==> config.mk <==
export PLATFORM = sky130hd
export DESIGN_NAME = msx_slot_responder_flat
export DESIGN_NICKNAME = d
export VERILOG_FILES = /design/src/rtl/msx_slot_responder_if.sv /design/src/rtl/msx_slot_responder.sv /design/src/flat_wrapper.sv
export SDC_FILE = /design/constraint.sdc
export NUM_CORES = 1
export LEC_CHECK = 0
export ABC_AREA = 0
export CAP_MARGIN = 25
export CORE_MARGIN = 1.5
export CORE_UTILIZATION = 45
export DETAILED_ROUTE_END_ITERATION = 6
export PLACE_DENSITY_LB_ADDON = 0.12
export SKIP_LAST_GASP = 1
export SYNTH_ARGS = -nofsm -noshare
export SYNTH_HDL_FRONTEND = slang
export SYNTH_SLANG_ARGS = --single-unit
==> constraint.sdc <==
create_clock -name clk -period 2.05 [get_ports clk]
set_clock_uncertainty 0.2 [all_clocks]
set_input_delay 0.3075 -clock clk [delete_from_list [all_inputs] [get_ports clk]]
set_output_delay 0.3075 -clock clk [all_outputs]
set_load 0.02 [all_outputs]
==> src/rtl/msx_slot_responder_if.sv <==
// Slot-side bus and flash read port of the MSX cartridge responder.
// Strobes and wait_n are active-low, matching the MSX slot pins.
interface msx_slot_responder_if;
   logic [15:0] addr;
   logic [7:0]  data_in;
   logic [7:0]  data_out;
   logic        data_oe;
   logic        rd;
   logic        wr;
   logic        mreq;
   logic        iorq;
   logic        sltsl;
   logic        m1;
   logic        wait_n;
   logic        busdir;
   logic [19:0] mem_addr;
   logic        mem_req;
   logic        mem_ack;
   logic [7:0]  mem_data;
   logic [7:0]  ctrl;

   modport slave (
      input  addr, data_in, rd, wr, mreq, iorq, sltsl, m1, mem_ack, mem_data,
      output data_out, data_oe, wait_n, busdir, mem_addr, mem_req, ctrl
   );

   modport master (
      output addr, data_in, rd, wr, mreq, iorq, sltsl, m1, mem_ack, mem_data,
      input  data_out, data_oe, wait_n, busdir, mem_addr, mem_req, ctrl
   );
endinterface

==> src/rtl/msx_slot_responder.sv <==
// MSX cartridge slot target: ASCII8 mapper, one I/O control register, and
// flash-backed ROM reads that stretch the Z80 cycle with WAIT.
module msx_slot_responder #(
   parameter logic [7:0] IO_PORT  = 8'h5E,
   parameter int         WAIT_MAX = 255,
   parameter int         SYNC_LEN = 2
) (
   input logic                 clk,
   input logic                 reset,
   msx_slot_responder_if.slave bus
);

   localparam logic [2:0] IDLE  = 3'd0;
   localparam logic [2:0] MRD   = 3'd1;
   localparam logic [2:0] DRAIN = 3'd2;
   localparam logic [2:0] DRIVE = 3'd3;
   localparam logic [2:0] IORD  = 3'd4;
   localparam logic [2:0] WHOLD = 3'd5;

   localparam logic [7:0] WAIT_LIMIT = 8'(WAIT_MAX);

   // Strobe order in the synchronizer: {rd, wr, mreq, iorq, sltsl, m1}
   logic [5:0]  sync_q [SYNC_LEN];
   logic        rd_s, wr_s, mreq_s, iorq_s, sltsl_s, m1_s;
   logic        rd_prev, wr_prev;

   logic [2:0]  state_q;
   logic [15:0] addr_q;
   logic [6:0]  bank_q [4];
   logic [7:0]  ctrl_q;
   logic [7:0]  data_out_q;
   logic        data_oe_q;
   logic        wait_n_q;
   logic        busdir_q;
   logic [19:0] mem_addr_q;
   logic        mem_req_q;
   logic [7:0]  wait_cnt_q;
   logic        driving_q;

   assign {rd_s, wr_s, mreq_s, iorq_s, sltsl_s, m1_s} = sync_q[SYNC_LEN-1];

   logic rd_fall, wr_fall, mem_sel, io_sel, rom_range;
   logic start_mrd, start_iord, start_wr, mapper_wr;
   logic [6:0] read_bank;

   assign rd_fall    = !rd_s && rd_prev;
   assign wr_fall    = !wr_s && wr_prev;
   assign mem_sel    = !mreq_s && !sltsl_s;
   assign io_sel     = !iorq_s && m1_s && (bus.addr[7:0] == IO_PORT);
   assign rom_range  = (bus.addr[15:14] == 2'b01) || (bus.addr[15:14] == 2'b10);
   // A strobe is rejected when the other one is already low.
   assign start_mrd  = rd_fall && wr_s && mem_sel && rom_range;
   assign start_iord = rd_fall && wr_s && io_sel;
   assign start_wr   = wr_fall && rd_s && (mem_sel || io_sel);
   assign mapper_wr  = start_wr && mem_sel && (bus.addr[15:13] == 3'b011);
   assign read_bank  = bank_q[2'(addr_q[15:13] - 3'd2)];

   assign bus.data_out = data_out_q;
   assign bus.data_oe  = data_oe_q;
   assign bus.wait_n   = wait_n_q;
   assign bus.busdir   = busdir_q;
   assign bus.mem_addr = mem_addr_q;
   assign bus.mem_req  = mem_req_q;
   assign bus.ctrl     = ctrl_q;

   // NOTE: all state uses non-blocking assignments so every register samples
   // the pre-edge values and the result is independent of statement order.
   always_ff @(posedge clk) begin
      if (reset) begin
         for (int i = 0; i < SYNC_LEN; i++) sync_q[i] <= '1;
         rd_prev    <= 1'b1;
         wr_prev    <= 1'b1;
         state_q    <= IDLE;
         addr_q     <= '0;
         // NOTE: the bank array is four small registers, not a RAM, so it is
         // reset like ordinary flops.
         for (int i = 0; i < 4; i++) bank_q[i] <= '0;
         ctrl_q     <= '0;
         data_out_q <= 8'hFF;
         data_oe_q  <= 1'b0;
         wait_n_q   <= 1'b1;
         busdir_q   <= 1'b1;
         mem_addr_q <= '0;
         mem_req_q  <= 1'b0;
         wait_cnt_q <= '0;
         driving_q  <= 1'b0;
      end else begin
         sync_q[0] <= {bus.rd, bus.wr, bus.mreq, bus.iorq, bus.sltsl, bus.m1};
         for (int i = 1; i < SYNC_LEN; i++) sync_q[i] <= sync_q[i-1];
         rd_prev <= rd_s;
         wr_prev <= wr_s;

         case (state_q)
            IDLE: begin
               if (start_mrd) begin
                  addr_q  <= bus.addr;
                  state_q <= MRD;
               end else if (start_iord) begin
                  addr_q  <= bus.addr;
                  state_q <= IORD;
               end else if (start_wr) begin
                  addr_q  <= bus.addr;
                  state_q <= WHOLD;
                  if (mapper_wr) bank_q[bus.addr[12:11]] <= bus.data_in[6:0];
                  if (io_sel) ctrl_q <= bus.data_in;
               end
            end

            MRD: begin
               // First cycle in MRD issues the request; later cycles wait on it.
               if (!mem_req_q) begin
                  mem_req_q  <= 1'b1;
                  mem_addr_q <= {read_bank, addr_q[12:0]};
                  wait_n_q   <= 1'b0;
                  wait_cnt_q <= '0;
               end else if (bus.mem_ack) begin
                  data_out_q <= bus.mem_data;
                  data_oe_q  <= 1'b1;
                  wait_n_q   <= 1'b1;
                  mem_req_q  <= 1'b0;
                  state_q    <= DRIVE;
               end else if (wait_cnt_q == WAIT_LIMIT) begin
                  data_out_q <= 8'hFF;
                  data_oe_q  <= 1'b1;
                  wait_n_q   <= 1'b1;
                  driving_q  <= 1'b1;
                  state_q    <= DRAIN;
               end else if (rd_s) begin
                  wait_n_q  <= 1'b1;
                  driving_q <= 1'b0;
                  state_q   <= DRAIN;
               end else begin
                  wait_cnt_q <= wait_cnt_q + 8'd1;
               end
            end

            DRAIN: begin
               // The flash cycle must complete before the next request; its data is dropped.
               if (bus.mem_ack) begin
                  mem_req_q <= 1'b0;
                  state_q   <= driving_q ? DRIVE : IDLE;
               end
            end

            DRIVE: begin
               if (rd_s) begin
                  data_oe_q <= 1'b0;
                  busdir_q  <= 1'b1;
                  driving_q <= 1'b0;
                  state_q   <= IDLE;
               end
            end

            IORD: begin
               data_out_q <= ctrl_q;
               data_oe_q  <= 1'b1;
               busdir_q   <= 1'b0;
               state_q    <= DRIVE;
            end

            WHOLD: begin
               if (wr_s) state_q <= IDLE;
            end

            default: state_q <= IDLE;
         endcase
      end
   end

endmodule

==> src/flat_wrapper.sv <==
// flat-port wrapper written by rule: the top's interface ports become plain ports
module msx_slot_responder_flat 
#(
   parameter logic [7:0] IO_PORT  = 8'h5E,
   parameter int         WAIT_MAX = 255,
   parameter int         SYNC_LEN = 2
)
  (clk, reset, bus_addr, bus_data_in, bus_rd, bus_wr, bus_mreq, bus_iorq, bus_sltsl, bus_m1, bus_mem_ack, bus_mem_data, bus_data_out, bus_data_oe, bus_wait_n, bus_busdir, bus_mem_addr, bus_mem_req, bus_ctrl);
  msx_slot_responder_if bus_i ();
  input logic clk;
  input logic reset;
  input wire logic [$bits(bus_i.addr)-1:0] bus_addr;
  input wire logic [$bits(bus_i.data_in)-1:0] bus_data_in;
  input wire logic [$bits(bus_i.rd)-1:0] bus_rd;
  input wire logic [$bits(bus_i.wr)-1:0] bus_wr;
  input wire logic [$bits(bus_i.mreq)-1:0] bus_mreq;
  input wire logic [$bits(bus_i.iorq)-1:0] bus_iorq;
  input wire logic [$bits(bus_i.sltsl)-1:0] bus_sltsl;
  input wire logic [$bits(bus_i.m1)-1:0] bus_m1;
  input wire logic [$bits(bus_i.mem_ack)-1:0] bus_mem_ack;
  input wire logic [$bits(bus_i.mem_data)-1:0] bus_mem_data;
  output wire logic [$bits(bus_i.data_out)-1:0] bus_data_out;
  output wire logic [$bits(bus_i.data_oe)-1:0] bus_data_oe;
  output wire logic [$bits(bus_i.wait_n)-1:0] bus_wait_n;
  output wire logic [$bits(bus_i.busdir)-1:0] bus_busdir;
  output wire logic [$bits(bus_i.mem_addr)-1:0] bus_mem_addr;
  output wire logic [$bits(bus_i.mem_req)-1:0] bus_mem_req;
  output wire logic [$bits(bus_i.ctrl)-1:0] bus_ctrl;
  assign bus_i.addr = bus_addr;
  assign bus_i.data_in = bus_data_in;
  assign bus_i.rd = bus_rd;
  assign bus_i.wr = bus_wr;
  assign bus_i.mreq = bus_mreq;
  assign bus_i.iorq = bus_iorq;
  assign bus_i.sltsl = bus_sltsl;
  assign bus_i.m1 = bus_m1;
  assign bus_i.mem_ack = bus_mem_ack;
  assign bus_i.mem_data = bus_mem_data;
  assign bus_data_out = bus_i.data_out;
  assign bus_data_oe = bus_i.data_oe;
  assign bus_wait_n = bus_i.wait_n;
  assign bus_busdir = bus_i.busdir;
  assign bus_mem_addr = bus_i.mem_addr;
  assign bus_mem_req = bus_i.mem_req;
  assign bus_ctrl = bus_i.ctrl;
  msx_slot_responder #(.IO_PORT(IO_PORT), .WAIT_MAX(WAIT_MAX), .SYNC_LEN(SYNC_LEN)) u_core (.clk(clk), .reset(reset), .bus(bus_i));
endmodule
# After elaboration in Yosys (flattened, before gate mapping)
# Memories as Yosys holds them, arrays and structs flattened. A register that Yosys moved wholly into a read port is not among the register bits.
# Index checks and enable logic that the tools add are counted.
[word_totals] ff_bits=69 mem_bits_rw=40 in_bits=41 wordCells=140 n_memories=2
[memory_table] memory="u_core.bank_q" words=4 width=7 read_ports=1 rd_ports_with_merged_regs=1 write_ports=4 line_no="msx_slot_responder.sv:29" rtl="logic [6:0] bank_q [4];"
[memory_table] memory="u_core.sync_q" words=2 width=6 read_ports=2 rd_ports_with_merged_regs=0 write_ports=2 line_no="msx_slot_responder.sv:23" rtl="logic [5:0] sync_q [SYNC_LEN];"
[classes] addsub=2 eq_ne=22 muxes=57 n_bitwise=5 n_reduce_logical=39
[op_table] cell="two-way mux 8 bit" n=7
[op_table] cell="two-way mux 15 bit" n=3
[op_table] cell="two-way mux 3 bit" n=10
[op_table] cell="two-way mux 1 bit" n=26
[op_table] cell="one-hot mux 3 bit (6 select lines)" n=1
[op_table] cell="one-hot mux 8 bit (2 select lines)" n=1
[op_table] cell="logical AND 1 bit" n=13
[op_table] cell="two-way mux 6 bit" n=2
[op_table] cell="!= test 2 bit (second input constant)" n=5
[op_table] cell="AND reduction 2 bit" n=5
[op_table] cell="== test 3 x 2 -> 1 bit (second input constant)" n=3
[op_table] cell="adder 8 x 1 -> 8 bit (second input constant)" n=1
[op_table] cell="== test 8 x 7 -> 1 bit (second input constant)" n=1
[op_table] cell="== test 8 bit (second input constant)" n=1
[op_table] cell="AND reduction 4 bit" n=2
[op_table] cell="nonzero test 2 bit" n=4
[op_table] cell="two-way mux 7 bit" n=1
[op_table] cell="OR reduction 7 bit" n=1
[op_table] cell="== test 3 bit (second input constant)" n=2
[op_table] cell="!= test 2 x 1 -> 1 bit (second input constant)" n=3
[op_table] cell="one-hot mux 1 bit (2 select lines)" n=3
[op_table] cell="AND reduction 3 bit" n=2
[op_table] cell="AND reduction 6 bit" n=1
[op_table] cell="nonzero test 3 bit" n=2
[op_table] cell="16 further kinds" n=25

# Logic depth before layout (Yosys ltp)
# Gate-level depths: netlist of the first run.
# An unclocked memory read counts as a cell.
[depth] ltp_word=17 ltp_mapped=7

# Least setup slack after synthesis of the first run
# Ideal clock, no wire load.
[synth_timing] path_type="register to register" start="register u_core.state_q[1]" end="memory u_core.bank_q[0][0], enable pin" setup_time_ns=0.328 arrival_time_ns=1.667 required_time_ns=1.522 slack_ns=-0.146 stages_incl_launch_ff=8 path_buffers=3 period_less_slack_ns=2.196 path_cell_list="dfxtp_1 clkbuf_1 nor3_1 nand4_1 clkbuf_1 or3_1 clkbuf_1 nand2b_1"
[synth_rtl] element="from (decl)" line_no="msx_slot_responder.sv:27" rtl="logic [2:0] state_q;"
[synth_rtl] element="from (signal assigned)" line_no="msx_slot_responder.sv:141" rtl="state_q <= driving_q ? DRIVE : IDLE;"
[synth_rtl] element="to (decl)" line_no="msx_slot_responder.sv:29"

# Worst setup path after layout of the first run
[layout_timing] start="register u_core.wait_cnt_q[0]" end="register u_core.data_out_q[0], in the netlist u_core.bus.data_out[0]"
[layout_via] elab_chain_cells=3
[layout_lines] element="from (decl)" line_no="msx_slot_responder.sv:37" rtl="logic [7:0] wait_cnt_q;"
[layout_lines] element="from (signal assigned)" line_no="msx_slot_responder.sv:133" rtl="wait_cnt_q <= wait_cnt_q + 8'd1;"
[layout_lines] element="== test 8 bit" line_no="msx_slot_responder.sv:122" rtl="end else if (wait_cnt_q == WAIT_LIMIT) begin"
[layout_lines] element="!= test 3 x 2 -> 1 bit (no source line)"
[layout_lines] element="AND reduction 3 bit (no source line)"
[layout_lines] element="to (signal assigned)" line_no="msx_slot_responder.sv:117" rtl="data_out_q <= bus.mem_data;"
[layout_lines] element="to (signal assigned)" line_no="msx_slot_responder.sv:155" rtl="data_out_q <= ctrl_q;"
[layout_lines] element="to (decl)" line_no="msx_slot_responder.sv:31" rtl="logic [7:0] data_out_q;"
# No other way between the ends.
# A chain may end at the register's enable or synchronous reset.

==> metrics.yaml, run 1 <==
global_routing:
  antenna_found_initial: 0
  track_usage_pct: 20.68
  grt_pass1_vias: 3646
  grt_overflow_total: 0
  grt_max_degree: 58
  grt_pass1_wl_mm: 18.00
power:
  leakage_nw: 2.167
  p_per_area_nw_per_um2: 913.5
  p_total_w: 0.005616
  ir_worst_vdd_mv: 0.5401
cells_and_area:
  layoutNonFillerInstCount: 725
  diodes: 0
  layout-drive-gt1-share_pct: 19.59
  nets: 629
  syn_to_final_growth_pct: 33.94
  postLayoutCellArea_um2: 6147
  fillers: 876
routing:
  wire_per_inst_um: 15.16
  via_per_inst: 5.217
  met2_length_mm: 5.224
  ant_nets: 0
  first_pass_iters: 4
  drcViolationCount: 0
  drtIter0Drc: 169
  met3WireLength_um: 502
  routed_wl_mm: 10.99
  vias: 3782
  wl_met1_mm: 5.104
  top_layer_used: "met4"
sta:
  slew_headroom_pct: 72.83
  rsz0062_at_grt: "yes"
  worst_slew_pin_slew_ns: 0.4070
  max_clock_freq_ghz: 0.5076
  maxSlewViolCount: 0
  post-route-period-util_pct: 96.11
  setup_viol: 0
  fin_tns_setup_ns: 0
  fin_crit_ns: 1.970
  finalHoldViolCount: 0
synth:
  synthTopCellsByCount: "81 x dfxtp_1, 68 x nor2_1, 66 x nand2_1"
  ys_ff_latch: 109
  synth_edf_count: 28
  synth-seq-area-share_pct: 53.65
  avgSynthCellArea_um2: 9.723
  netlist_area_um2: 4589
  synthCells: 472
  syn-num-nets: 514
  synthDistinctLibCells: 53
  yosys.area.top_type_share_pct: 35.33
  synthFlopType: "dfxtp_1"
  synth_most_common_cell: "dfxtp_1"
  ys_warn_count: 0
  synth_area_leaders: "dfxtp_1 35%, edfxtp_1 18%, nor2_1 5.6%"
  synthArstFlopShare_pct: 0
  yosysTopAreaCell: "dfxtp_1"
critical_path:
  critPathMaxFanout: 16
  cp-start-kind: "flop"
  slowest_delay_ns: 0.35
  critPathArrivalTime_ns: 2.04
  crit_chain: "ha_1, and3_1, a21oi_1, a21oi_2, buf_12, a211o_1"
  end_kind: "flop"
  slowest_stage: "dfxtp_2"
  required_ns: 2.12
  criticalPathCategory: "reg2reg"
  crit_family: "compound AO/OA/AOI/OAI gates"
  cp_num_buf_inv: 1
cts:
  cts_max_level: 3
  ctsHoldBuffers: 0
  cts_root_buf: "clkbuf_8"
  numCtsBuffers: 9
  clk_latency_ns: 0.37
  max-clock-path-buffers: 2
  cts_tree: "yes"
  clk_pin_slew_ns: 0.11
  clock_sinks: 109
job:
  timing.max_cap.violations: 0
floorplan:
  rows: 36
  io_pins: 81
  design.core.area_um2: 9819
  die_area_um2: 10810
  die_h_um: 104.0
  die_w_um: 104.0
  initial_utilization_pct: 46.74
hold_path:
  hp-class: "in2reg"
place:
  portBuffers: 80
  dp_cells: 705
  place.gp.congestion: 0.8413
  dp_hpwl_mm: 7.779
  place_area_um2: 5849
outcome:
  status: "finished clean"
-- state kept, by name (all words and copies together) (netlist names) --
register	count
u_core.bus.wait_n	1
u_core.bus.ctrl	8
u_core.wr_prev	1
u_core.bus.data_oe	1
u_core.bus.mem_req	1
u_core.bus.data_out	8
u_core.driving_q	1
u_core.bus.busdir	1
u_core.sync_q	12
u_core.wait_cnt_q	8
u_core.bank_q	28
u_core.rd_prev	1
u_core.state_q	3
u_core.bus.mem_addr	20
u_core.addr_q	15
-- path summary, 6_finish.rpt --
kind                                           start                      to  slack [ns]  cells after the start
worst max-delay path            u_core.wait_cnt_q[0]  u_core.bus.data_out[0]        0.08                      6
worst min-delay path                    bus_addr[14]       u_core.addr_q[14]        0.15                      4
worst max register to register  u_core.wait_cnt_q[0]  u_core.bus.data_out[0]        0.08                      6
worst min register to register   u_core.sync_q[0][0]     u_core.sync_q[0][6]        0.22                      1
-- cell type report --
cell class | instances | area, um2 | share of cell area [%]
clock buffers | 9 | 123.9 | 2.015
clock inverters | 7 | 67.56 | 1.099
inverters | 4 | 15.01 | 0.2442
multi-input cells | 331 | 2057 | 33.46
flip-flops and latches | 109 | 2477 | 40.30
well taps | 133 | 166.4 | 2.707
repair buffers | 132 | 1240 | 20.17
-- worst min-delay path, delay by kind of cell --
family,cells,cell delay (ns)
mux,1,0.06
buf+inv,2,0.24
simple gates,1,0.08
-- where the power goes --
group,total [W],internal (W),leakage (nW),switching [W]
clock network,0.00125,0.000471,0.0950,0.000782
logic,0.00185,0.000843,1.12,0.00100
registers,0.00252,0.00238,0.949,0.000132
-- cells by family after synthesis --
group | count (synthesis) | synth area share, %
AND/OR/NAND/NOR | 207 | 21.56
flip-flops | 109 | 53.65
AO/OA/AOI/OAI | 95 | 13.71
buffers and inverters | 32 | 2.944
multiplexers | 22 | 6.707
XOR/XNOR | 6 | 1.145
adder cells (fa/ha/maj) | 1 | 0.2726
-- cell usage in the layout (no fill, tap or decap), types with 3 or more instances in the layout --
master and instances:
a211o_1 8, a211oi_1 3, a21oi_1 40, a31oi_1 3, a32oi_1 3, buf_12 3
buf_4 45, buf_6 3, clkbuf_8 9, clkdlybuf4s50_1 76, dfxtp_1 75, dfxtp_2 3
dfxtp_4 3, dlymetal6s2s_1 3, edfxtp_1 28, inv_1 3, mux2i_1 15, mux4_2 7
nand2_1 65, nand2b_1 12, nand3_1 7, nand3b_1 4, nor2_1 67, nor2b_1 11
nor3_1 4, o21ai_0 21, or2_2 15, xnor2_1 4
-- per-stage QoR --
step / hold slack [ns] / util [%] / setup WS [ns]
floorplan: 0.1895 / - / 0.00001665
global placement: 0.1908 / 59.57 / -0.4612
detailed placement: 0.1937 / 59.57 / -0.4724
CTS: 0.2160 / 61.84 / 0.02273
global route: 0.1909 / 62.60 / -0.03941
finish: 0.1517 / 62.60 / 0.07979
-- routing by layer --
layer / up-vias / global-route usage, %
li1: 1874 / -
met2: 98 / 33.59
met3: 13 / 3.634
met4: 0 / 6.845
met5: - / 0
met1: 1797 / 28.01
-- what timing repair did --
action,CTS,global route
resized for setup,6,20
endpoints found under the setup margin,24,59
pin swaps,1,6
setup buffers,2,2
Power figures use the tool's default switching activity.
==> run 2: changes to the inputs <==
--- a/config.mk
+++ b/config.mk
@@ -7,9 +7,9 @@
 export LEC_CHECK = 0
 export ABC_AREA = 0
 export CAP_MARGIN = 25
-export CORE_MARGIN = 1.5
 export CORE_UTILIZATION = 45
 export DETAILED_ROUTE_END_ITERATION = 6
+export GPL_ROUTABILITY_DRIVEN = 0
 export PLACE_DENSITY_LB_ADDON = 0.12
 export SKIP_LAST_GASP = 1
 export SYNTH_ARGS = -nofsm -noshare
==> run 2 against run 1 <==
  * Combinational power about the same
  * Clock power about the same
  * Critical endpoint is now u_core.addr_q[3]
  * Utilization up 0.20 points
  * Count of clock-buffer cells in the layout up 2
  * Total power down 0.15%
==> metrics.yaml, run 2 (synthesis gave the netlist of run 1 again) <==
place:
  portBuffers: 80
  dp_cells: 702
  dp_hpwl_mm: 7.726
critical_path:
  reg2reg_slack_ns: 0.06
  end_kind: "flop"
  r2r_start: "u_core.wait_cnt_q[0]"
  critPathArrivalTime_ns: 2.05
  critPathMaxFanout: 8
  reg2reg_depth: 6
  criticalPathCategory: "in2reg"
  slowest_stage: "clkdlybuf4s50_1"
  required_ns: 2.10
  slowest_delay_ns: 0.49
  crit_family: "buffers and inverters"
  cp-start-kind: "input port"
  cp_num_buf_inv: 2
  critical_path_depth: 7
  crit_chain: "clkdlybuf4s50_1, and4b_2, a32oi_4, o32ai_4, buf_6, mux2i_1, nor2_1"
  crit_start: "bus_addr[3]"
cts:
  max-clock-path-buffers: 2
  numCtsBuffers: 9
  clk_latency_ns: 0.37
  clk_pin_slew_ns: 0.10
  cts_tree: "yes"
  clock_sinks: 109
  cts_max_level: 3
  ctsHoldBuffers: 0
  cts_root_buf: "clkbuf_8"
global_routing:
  grt_overflow_total: 0
  grt_max_degree: 44
  track_usage_pct: 20.59
  antenna_found_initial: 0
  grt_pass1_vias: 3439
  grt_pass1_wl_mm: 16.64
cells_and_area:
  largest_reg_flops: 28
  top_register: "u_core.bank_q"
  layoutNonFillerInstCount: 723
  diodes: 0
  nets: 627
  fillers: 877
  final_common_cell: "clkdlybuf4s50_1"
  final_util_pct: 62.81
  layout-drive-gt1-share_pct: 19.49
  syn_to_final_growth_pct: 34.38
  final_cell_mix: "76 x clkdlybuf4s50_1, 74 x dfxtp_1, 68 x nor2_1"
routing:
  first_pass_iters: 4
  via_per_inst: 5.152
  drcViolationCount: 0
  routed_wl_mm: 10.71
  drtIter0Drc: 116
  wire_per_inst_um: 14.81
  ant_nets: 0
  vias: 3725
outcome:
  status: "finished clean"
floorplan:
  io_pins: 81
  rows: 36
  initial_utilization_pct: 46.74
  die_area_um2: 10610
  die_h_um: 103.0
  design.core.area_um2: 9819
  die_w_um: 103.0
sta:
  worst_slew_pin_slew_ns: 0.4213
  rsz0062_at_grt: "yes"
  maxSlewViolCount: 0
  finalHoldViolCount: 0
  fin_crit_ns: 1.995
  whs_ns: 0.05462
  setup_viol: 0
  post-route-period-util_pct: 97.33
  slew_headroom_pct: 71.91
  max_clock_freq_ghz: 0.5012
power:
  p_per_area_nw_per_um2: 909.2
  leakage_nw: 2.154
  ir_worst_vdd_mv: 0.5887
job:
  timing.max_cap.violations: 0
hold_path:
  worstHoldPathCells: 3
  hp-class: "in2reg"
  holdCritStartpoint: "bus_addr[7]"
run 2: layout make-up:
class	count	area, um2	share of cell area (%)
flip-flops and latches	109	2476	40.15
multi-input cells	331	2087	33.84
clock buffers	11	141.4	2.293
repair buffers	130	1236	20.04
clock inverters	5	45.04	0.7304
well taps	133	166.4	2.698
inverters	4	15.01	0.2435
run 2: final timing paths:
| check | end |
|---|---|
| max | u_core.addr_q[3] |
| min | u_core.addr_q[7] |
| max reg2reg | u_core.state_q[2] |
| min reg2reg | u_core.sync_q[0][8] |
run 2: timing repair:
item,4_1_cts,5_1_grt
endpoints found under the setup margin,16,70
buffers inserted,0,5
resized for setup,5,23
pin swaps,0,10
run 2: where the power goes:
| part | internal [W] | switching, W |
|---|---|---|
| clock | 0.000493 | 0.000738 |
| combinational | 0.000888 | 0.000968 |
| sequential | 0.00238 | 0.000139 |
| total | 0.00376 | 0.00185 |
run 2: worst reg2reg max path, stage by stage, from the launching register on:
cell       delay, ns
dfxtp_2         0.38
ha_4            0.16
nand3_1         0.10
o211ai_1        0.28
o31a_1          0.23
o21ai_0         0.14
a2111oi_1       0.37
run 2: per-stage QoR:
step / setup TNS [ns] / instance area, um2 / power [W] / setup WS [ns]
2_1_floorplan: 0 / 4613 / 0.003549 / 0.00001665
3_3_place_gp: -22.33 / 5839 / 0.004296 / -0.4607
3_5_place_dp: -22.63 / 5839 / 0.004322 / -0.4608
4_1_cts: 0 / 6033 / 0.005544 / 0.0006073
5_1_grt: -0.08514 / 6167 / 0.005911 / -0.08129
6_report: 0 / 6167 / 0.005607 / 0.05482
run 2: metal layers:
layer | vias up | wire length [um] | global-route usage (%)
met5 | - | 0 | 0
met2 | 77 | 5098 | 33.18
met1 | 1773 | 5132 | 28.69
li1 | 1867 | - | -
met3 | 8 | 386 | 2.847
met4 | 0 | 91 | 6.609
==> run 3: changes to the inputs <==
--- a/config.mk
+++ b/config.mk
@@ -7,9 +7,11 @@
 export LEC_CHECK = 0
 export ABC_AREA = 0
 export CAP_MARGIN = 25
+export CORE_MARGIN = 3
 export CORE_UTILIZATION = 45
 export DETAILED_ROUTE_END_ITERATION = 6
 export GPL_ROUTABILITY_DRIVEN = 0
+export GPL_TIMING_DRIVEN = 0
 export PLACE_DENSITY_LB_ADDON = 0.12
 export SKIP_LAST_GASP = 1
 export SYNTH_ARGS = -nofsm -noshare
==> run 3 against run 2 <==
  * Utilization shrank 0.65 points
  * Critical endpoint is now u_core.addr_q[5]
  * Fmax is 3.7% lower
  * Die area rose by 7.9%
  * Worst hold slack better by 0.052 ns
  * Sequential power about the same
  * The flow now finishes with violations (setup timing)
  * Largest cell class unchanged
  * Global-route usage rose by 0.11 points
  * Via count grew 2.8%
  * Highest routed layer unchanged
  * Worst setup slack got worse by 0.077 ns
  * Non-clock buffer count down 5
==> metrics.yaml, run 3 (synthesis gave the netlist of run 1 again) <==
outcome:
  status: "finished, violations left"
  violations: "setup timing"
power:
  ir_worst_vdd_mv: 0.6326
  p_total_w: 0.005745
  p_per_area_nw_per_um2: 937.0
  leakage_nw: 2.084
floorplan:
  die_area_um2: 11450
  initial_utilization_pct: 46.52
  design.core.area_um2: 9864
  die_w_um: 107.0
  die_h_um: 107.0
  io_pins: 81
  rows: 36
cts:
  cts_tree: "yes"
  clk_pin_slew_ns: 0.10
  cts_root_buf: "clkbuf_8"
  cts_max_level: 3
  clock_sinks: 109
  max-clock-path-buffers: 2
  clk_latency_ns: 0.37
  numCtsBuffers: 9
critical_path:
  reg2reg_slack_ns: 0
  end_kind: "flop"
  cp_num_buf_inv: 2
  crit_family: "buffers and inverters"
  critical_path_depth: 7
  slowest_delay_ns: 0.44
  required_ns: 2.10
  critPathMaxFanout: 5
  critPathArrivalTime_ns: 2.12
  cp-endpoint: "u_core.addr_q[5]"
  rr_endpoint: "u_core.addr_q[5]"
  criticalPathCategory: "in2reg"
  r2r_start: "u_core.sync_q[0][9]"
  crit_start: "bus_addr[7]"
  reg2reg_depth: 7
  slowest_stage: "clkdlybuf4s50_1"
  crit_chain: "clkdlybuf4s50_1, and4bb_4, a32oi_4, o32ai_4, buf_6, mux2i_2, nor2_1"
  cp-start-kind: "input port"
sta:
  post-route-period-util_pct: 101.1
  fin_ws_ns: -0.02240
  fin_crit_ns: 2.072
  max_clock_freq_ghz: 0.4825
  setup_viol: 4
  slew_headroom_pct: 63.09
  maxSlewViolCount: 0
  finalHoldViolCount: 0
  worst_slew_pin_slew_ns: 0.5536
  rsz0062_at_grt: "yes"
global_routing:
  grt_pass1_vias: 3703
  grt_pass1_wl_mm: 18.66
  grt_overflow_total: 0
  antenna_found_initial: 0
  grt_max_degree: 18
  track_usage_pct: 20.70
cells_and_area:
  nets: 622
  top_register: "u_core.bank_q"
  regArea_um2: 2472
  postLayoutCellArea_um2: 6131
  final_cell_mix: "77 x clkdlybuf4s50_1, 75 x dfxtp_1, 66 x nor2_1"
  final_common_cell: "clkdlybuf4s50_1"
  largest_reg_flops: 28
  fillers: 841
  final_util_pct: 62.15
  diodes: 0
  multiInputGateArea_um2: 2156
  layout-drive-gt1-share_pct: 18.63
  syn_to_final_growth_pct: 33.59
routing:
  first_pass_iters: 5
  via_per_inst: 5.333
  ant_nets: 0
  wire_per_inst_um: 16.33
  vias: 3829
  drtIter0Drc: 147
  routed_wl_mm: 11.73
  drcViolationCount: 0
place:
  dp_hpwl_mm: 7.997
  place_area_um2: 5580
  portBuffers: 80
  dpl_worst_slack_ns: -0.8873
job:
  timing.max_cap.violations: 0
hold_path:
  hp-class: "in2reg"
-- run 3: changes by cell type in the layout (fill, tap and decap cells not counted), moves of 4 or more --
cell      before  now
buf_4         44   18
clkbuf_1       1   12
clkbuf_2       0    4
buf_6          2    8
buf_12         4    0
-- run 3: area by class of cell --
type / instances / area share [%]
timing repair buffer: 101 / 15.88
clock buffer: 10 / 2.429
sequential: 109 / 40.33
inverter: 4 / 0.2653
clock inverter: 6 / 0.9592
multi-input combinational: 331 / 35.16
tap: 133 / 2.714
buffer: 24 / 2.265
-- run 3: repair_timing --
action	4_1_cts	5_1_grt
setup endpoints to repair	101	90
buffers inserted	10	12
hold buffers	0	0
pin swaps	9	16
gates resized for setup	26	39
gates cloned	0	1
-- run 3: worst min-delay path by stage --
stage	endpoint	depth (start not counted)	slack (ns)	from
3_5_place_dp	u_core.sync_q[0][11]	1	0.19	u_core.sync_q[0][5]
6_report	u_core.addr_q[14]	3	0.11	bus_addr[14]
4_1_cts	u_core.sync_q[0][11]	1	0.22	u_core.sync_q[0][5]
5_1_grt	u_core.addr_q[14]	3	0.14	bus_addr[14]
3_3_place_gp	u_core.sync_q[0][6]	1	0.19	u_core.sync_q[0][0]
2_1_floorplan	u_core.sync_q[0][10]	1	0.19	u_core.sync_q[0][4]
-- run 3: metal layers --
| metal | wire, um | track usage (%) | up-vias |
|---|---|---|---|
| met3 | 652 | 4.756 | 17 |
| met5 | 0 | 0 | - |
| met4 | 152 | 6.027 | 0 |
| li1 | - | - | 1862 |
| met1 | 5187 | 27.96 | 1842 |
| met2 | 5732 | 33.41 | 108 |
-- run 3: report_power, final --
part	switching [W]	total (W)	internal (W)	leakage, nW
sequential	0.000116	0.00249	0.00238	0.948
combinational	0.00106	0.00190	0.000839	1.03
clock	0.000723	0.00136	0.000634	0.103
-- run 3: worst min-delay path, delay by kind of cell --
family	cells	cell delay [ns]
muxes	1	0.10
and+or+nand+nor	1	0.07
buffers and inverters	1	0.16
-- run 3: per-stage QoR --
stage | instances | TNS [ns] | hold slack (ns)
after floorplan | 472 | 0 | 0.1895
after global placement | 685 | -50.12 | 0.1923
after detailed placement | 685 | -52.98 | 0.1940
after CTS | 708 | -1.839 | 0.2177
after global routing | 718 | -1.245 | 0.1368
final | 718 | -0.04569 | 0.1062
